===== src/rtl/stream_rr_arbiter.sv =====
// Burst-locked round-robin merge of FWFT streams into one tagged FIFO write stream.
// Optional per-port word counters: define STREAM_RR_ARBITER_STATS_EN.
module stream_rr_arbiter #(
    parameter int NUM_PORTS  = 4,
    parameter int DATA_WIDTH = 32,
    parameter int MAX_BURST  = 8,
    localparam int TAG_WIDTH = $clog2(NUM_PORTS)
) (
    input  logic                              clk,
    input  logic                              reset,
    input  logic [NUM_PORTS-1:0]              in_empty_n,
    output logic [NUM_PORTS-1:0]              in_read,
    input  logic [NUM_PORTS*DATA_WIDTH-1:0]   in_dout,
    input  logic                              out_full_n,
    output logic                              out_write,
    output logic [TAG_WIDTH+DATA_WIDTH-1:0]   out_din
`ifdef STREAM_RR_ARBITER_STATS_EN
    ,
    output logic [NUM_PORTS*32-1:0]           stat_count
`endif
);

    localparam int BW = $clog2(MAX_BURST + 1);
    localparam logic [BW-1:0] BURST_LAST = BW'(MAX_BURST - 1);
    localparam logic [BW-1:0] BURST_ONE  = BW'(1);
    localparam logic [TAG_WIDTH-1:0] LAST_RST = TAG_WIDTH'(NUM_PORTS - 1);

    typedef enum logic {IDLE, GRANT} state_e;

    state_e                          state_q, state_d;
    logic [TAG_WIDTH-1:0]            grant_q, grant_d;
    logic [TAG_WIDTH-1:0]            last_q, last_d;
    logic [BW-1:0]                   burst_q, burst_d;
    logic                            write_q, write_d;
    logic [TAG_WIDTH+DATA_WIDTH-1:0] din_q, din_d;
    logic [TAG_WIDTH-1:0]            pick;
    logic                            xfer;

    assign out_write = write_q;
    assign out_din   = din_q;

    // First requester after the last served port, wrapping around.
    always_comb begin
        logic                 found;
        logic [TAG_WIDTH-1:0] cand;
        pick  = last_q;
        found = 1'b0;
        for (int i = 1; i <= NUM_PORTS; i++) begin
            cand = TAG_WIDTH'((int'(last_q) + i) % NUM_PORTS);
            if (!found && in_empty_n[cand]) begin
                pick  = cand;
                found = 1'b1;
            end
        end
    end

    always_comb begin
        state_d = state_q;
        grant_d = grant_q;
        last_d  = last_q;
        burst_d = burst_q;
        write_d = 1'b0;
        din_d   = din_q;
        in_read = '0;
        xfer    = 1'b0;
        unique case (state_q)
            IDLE: begin
                if (|in_empty_n) begin
                    grant_d = pick;
                    burst_d = '0;
                    state_d = GRANT;
                end
            end
            GRANT: begin
                xfer             = in_empty_n[grant_q] & out_full_n;
                in_read[grant_q] = xfer;
                if (xfer) begin
                    write_d = 1'b1;
                    din_d   = {grant_q, in_dout[grant_q*DATA_WIDTH +: DATA_WIDTH]};
                    burst_d = burst_q + BURST_ONE;
                end
                if ((xfer && burst_q == BURST_LAST) || !in_empty_n[grant_q]) begin
                    state_d = IDLE;
                    last_d  = grant_q;
                    burst_d = '0;
                end
            end
            default: state_d = IDLE;
        endcase
    end

    always_ff @(posedge clk) begin
        if (reset) begin
            state_q <= IDLE;
            grant_q <= '0;
            last_q  <= LAST_RST;
            burst_q <= '0;
            write_q <= 1'b0;
            din_q   <= '0;
        end else begin
            state_q <= state_d;
            grant_q <= grant_d;
            last_q  <= last_d;
            burst_q <= burst_d;
            write_q <= write_d;
            din_q   <= din_d;
        end
    end

`ifdef STREAM_RR_ARBITER_STATS_EN
    logic [31:0] stat_q [NUM_PORTS];

    always_ff @(posedge clk) begin
        if (reset) begin
            for (int p = 0; p < NUM_PORTS; p++) stat_q[p] <= '0;
        end else if (xfer) begin
            stat_q[grant_q] <= stat_q[grant_q] + 32'd1;
        end
    end

    for (genvar g = 0; g < NUM_PORTS; g++) begin : g_stat
        assign stat_count[g*32 +: 32] = stat_q[g];
    end
`endif

endmodule


===== config.mk =====
export PLATFORM = sky130hd
export DESIGN_NAME = stream_rr_arbiter
export DESIGN_NICKNAME = d
export VERILOG_FILES = /design/src/rtl/stream_rr_arbiter.sv
export SDC_FILE = /design/constraint.sdc
export NUM_CORES = 1
export LEC_CHECK = 0
export BUFFER_PORTS_ARGS = -buffer_cell sky130_fd_sc_hd__buf_2
export CORE_MARGIN = 4
export CORE_UTILIZATION = 46
export CTS_CLUSTER_DIAMETER = 120
export DETAILED_ROUTE_END_ITERATION = 16
export GPL_ROUTABILITY_DRIVEN = 0
export PLACE_DENSITY = 0.91
export SYNTH_ARGS = -nofsm -noshare
export SYNTH_HDL_FRONTEND = slang
export SYNTH_SLANG_ARGS = --single-unit

===== constraint.sdc =====
create_clock -name clk -period 3.85 [get_ports clk]
set_input_delay 0.1925 -clock clk [delete_from_list [all_inputs] [get_ports clk]]
set_output_delay 0.1925 -clock clk [all_outputs]
set_load 0.005 [all_outputs]

==> reports/metrics.cfg <==
[synthesis]
ys.flop_type = dfxtp_1
yosysUniqueCellTypes = 39
synth.most_common_cell = dfxtp_1
yosys_warnings = 0
avgSynthCellArea_sq_um = 10.1
synth.area.top_cells = dfxtp_1, mux4_2, a21oi_1
synth_nets = 405
synth_common_cells = dfxtp_1, a21oi_1, nand3_1, o21ai_0, mux4_2
async_reset_ff_share_pct = 0
syn_inst = 269
synth-edff-count = 0
ys_seq_area_share_pct = 32.3
ys_seq_elements = 44
synth_largest_area_cell = dfxtp_1
yosysTopAreaCellShare_pct = 32.3
synth.cell_area_sq_um = 2730

[clock_tree]
post-cts-setup-buffers = 0
clock_path_buffers = 2
cts_hold_buf = 0
cts_sinks = 44
clk_latency_ps = 290
cts_max_level = 2
clk_pin_slew_ps = 80
cts.repair.resized = 0
tritoncts = built
cts_root_buf = clkbuf_8
cts_made_buffers = 5

[pwr]
pwr-share-seq_pct = 42.6
pwr-share-clk_pct = 29.2
p_int_mw = 0.863
p_per_area_nw_per_um2 = 332
p_leak_nw = 1.57
switching_share_pct = 28.5
comb_power_share_pct = 28.2
vdd_ir_drop_max_mv = 0.156
total_power_mw = 1.21
power.switching_mw = 0.343

[sta]
setup-tns-final_ps = 0
max_freq_mhz = 404
max_slew.worst_pin.slew_ps = 874
skew_ps = 3.15
rsz0062_at_grt = false
slew_violations = 0
timing.final.crit_share_pct = 64.3
finalCriticalPeriod_ps = 2470
setup_viol = 0
slew_headroom_pct = 41.6
hold_viol_final = 0

[grt]
grt_max_degree = 46
antenna_found_initial = 0
grt_pass1_vias = 2805
grt_usage_pct = 22.7
grt_pass1_wl_um = 13400
grt_overflow = 0

[route]
routed_wirelength_um = 8480
drt_iter0_markers = 138
avgRoutedWirePerCell_um = 17.1
antenna_left = 0
drc_errors = 0
via_per_inst = 5.76
vias = 2862
drt_first_pass_iters = 4

[final_layout]
layout.nets = 560
drive_gt1_share_pct = 52.5
n_antenna_cell = 0
synthToLayoutAreaGrowth_pct = 33.0

[setup_path]
crit_required_ps = 3660
worstPathArrival_ps = 2280
startpoint_type = flip-flop
rr_startpoint = grant_q[0]$_SDFFE_PP0P_
critPathKind = reg2out
critical_path.startpoint = grant_q[0]$_SDFFE_PP0P_
r2r_slack_ps = 1490
reg2reg_depth = 4
cp_max_fo = 23
reg2reg_to = burst_q[0]$_SDFFE_PP0P_
cp-end-kind = output port

[worst_hold_path]
min_to = grant_q[0]$_SDFFE_PP0P_
hold_depth = 4
hp-start = in_empty_n[0]
hold_class = in2reg

[floorplanning]
core_area_sq_um = 5640
start_util_pct = 48.4
chipHeight_um = 85.0
die_area_sq_um = 7230
rows = 27
io_pins = 174
die_w_um = 85.0

[place]
dp_hpwl_um = 6450
io_buffers = 173

[run]
max-cap-violations = 0

[outcome]
outcome = complete, no violations

-- per-layer routing --
metal | track usage [%] | routed length (um)
met5 | 0 | 0
met4 | 6.19 | 136
met3 | 6.02 | 813
met2 | 40.9 | 4540
met1 | 26.4 | 2990
-- power by group through the flow --
stage	sequential (mW)	combinational (mW)	clock (mW)
after floorplan	0.504	0.259	0
after global placement	0.523	0.331	0
after detailed placement	0.525	0.340	0
after CTS	0.515	0.343	0.360
after global routing	0.521	0.373	0.372
final	0.514	0.341	0.352
-- cell usage in the layout (no fill, tap or decap), types with 3 or more instances in the layout --
master	count
buf_2	173
dfxtp_1	42
nand3_1	36
o21ai_0	36
a21oi_1	36
mux4_2	33
nor2_1	9
inv_1	5
nor2b_1	5
clkbuf_8	5
nand2_1	3
nand2b_1	3
buf_4	3
-- state kept, by name, indices dropped and copies added, names as in the netlist --
name       cells
last_q         2
burst_q        4
state_q        1
grant_q        2
out_write      1
out_din       34
-- worst max-delay path, cell delays in order (launching register included) --
cell and delay, ps:
dfxtp_2 770, mux2_2 330, a22o_1 390, nand2_1 160
nor3_1 180, buf_2 150
-- how the worst max path moves through the flow --
stage / endpoint / slack (ps) / depth (start not counted)
global route: in_read[0] / 1100 / 5
floorplan: out_din[10]$_SDFFE_PP0P_ / 2330 / 6
detailed placement: burst_q[0]$_SDFFE_PP0P_ / 1480 / 4
finish: in_read[0] / 1380 / 5
global placement: burst_q[1]$_SDFFE_PP0P_ / 1560 / 4
CTS: in_read[0] / 1360 / 5
-- cell families after synthesis --
group | after synthesis | synth area share (%)
buffers and inverters | 33 | 7.57
muxes | 35 | 28.2
and+or+nand+nor | 67 | 12.8
DFF | 44 | 32.3
AOI/OAI and AO/OA | 89 | 18.7
adders and majority gates | 1 | 0.458
-- per-stage QoR --
step / cell area (sq um) / setup slack (ps) / hold slack [ps] / util (%) / instances
after floorplan: 2730 / 2330 / 383 / - / 269
after global placement: 3520 / 1560 / 459 / 62.4 / 489
after detailed placement: 3520 / 1480 / 466 / 62.4 / 489
after CTS: 3630 / 1360 / 285 / 64.3 / 497
after global routing: 3630 / 1100 / 320 / 64.3 / 497
final: 3630 / 1380 / 293 / 64.3 / 497
-- final cells by class --
cell class / instances / area, sq um
Clock buffer: 6 / 72.6
Multi-Input combinational cell: 192 / 1640
Tap cell: 72 / 90.1
Timing Repair Buffer: 176 / 888
Clock inverter: 2 / 35.0
Inverter: 5 / 18.8
Sequential cell: 44 / 883
Fill cell: 469 / 2010
Note: power is estimated with default switching activity, not from simulation.
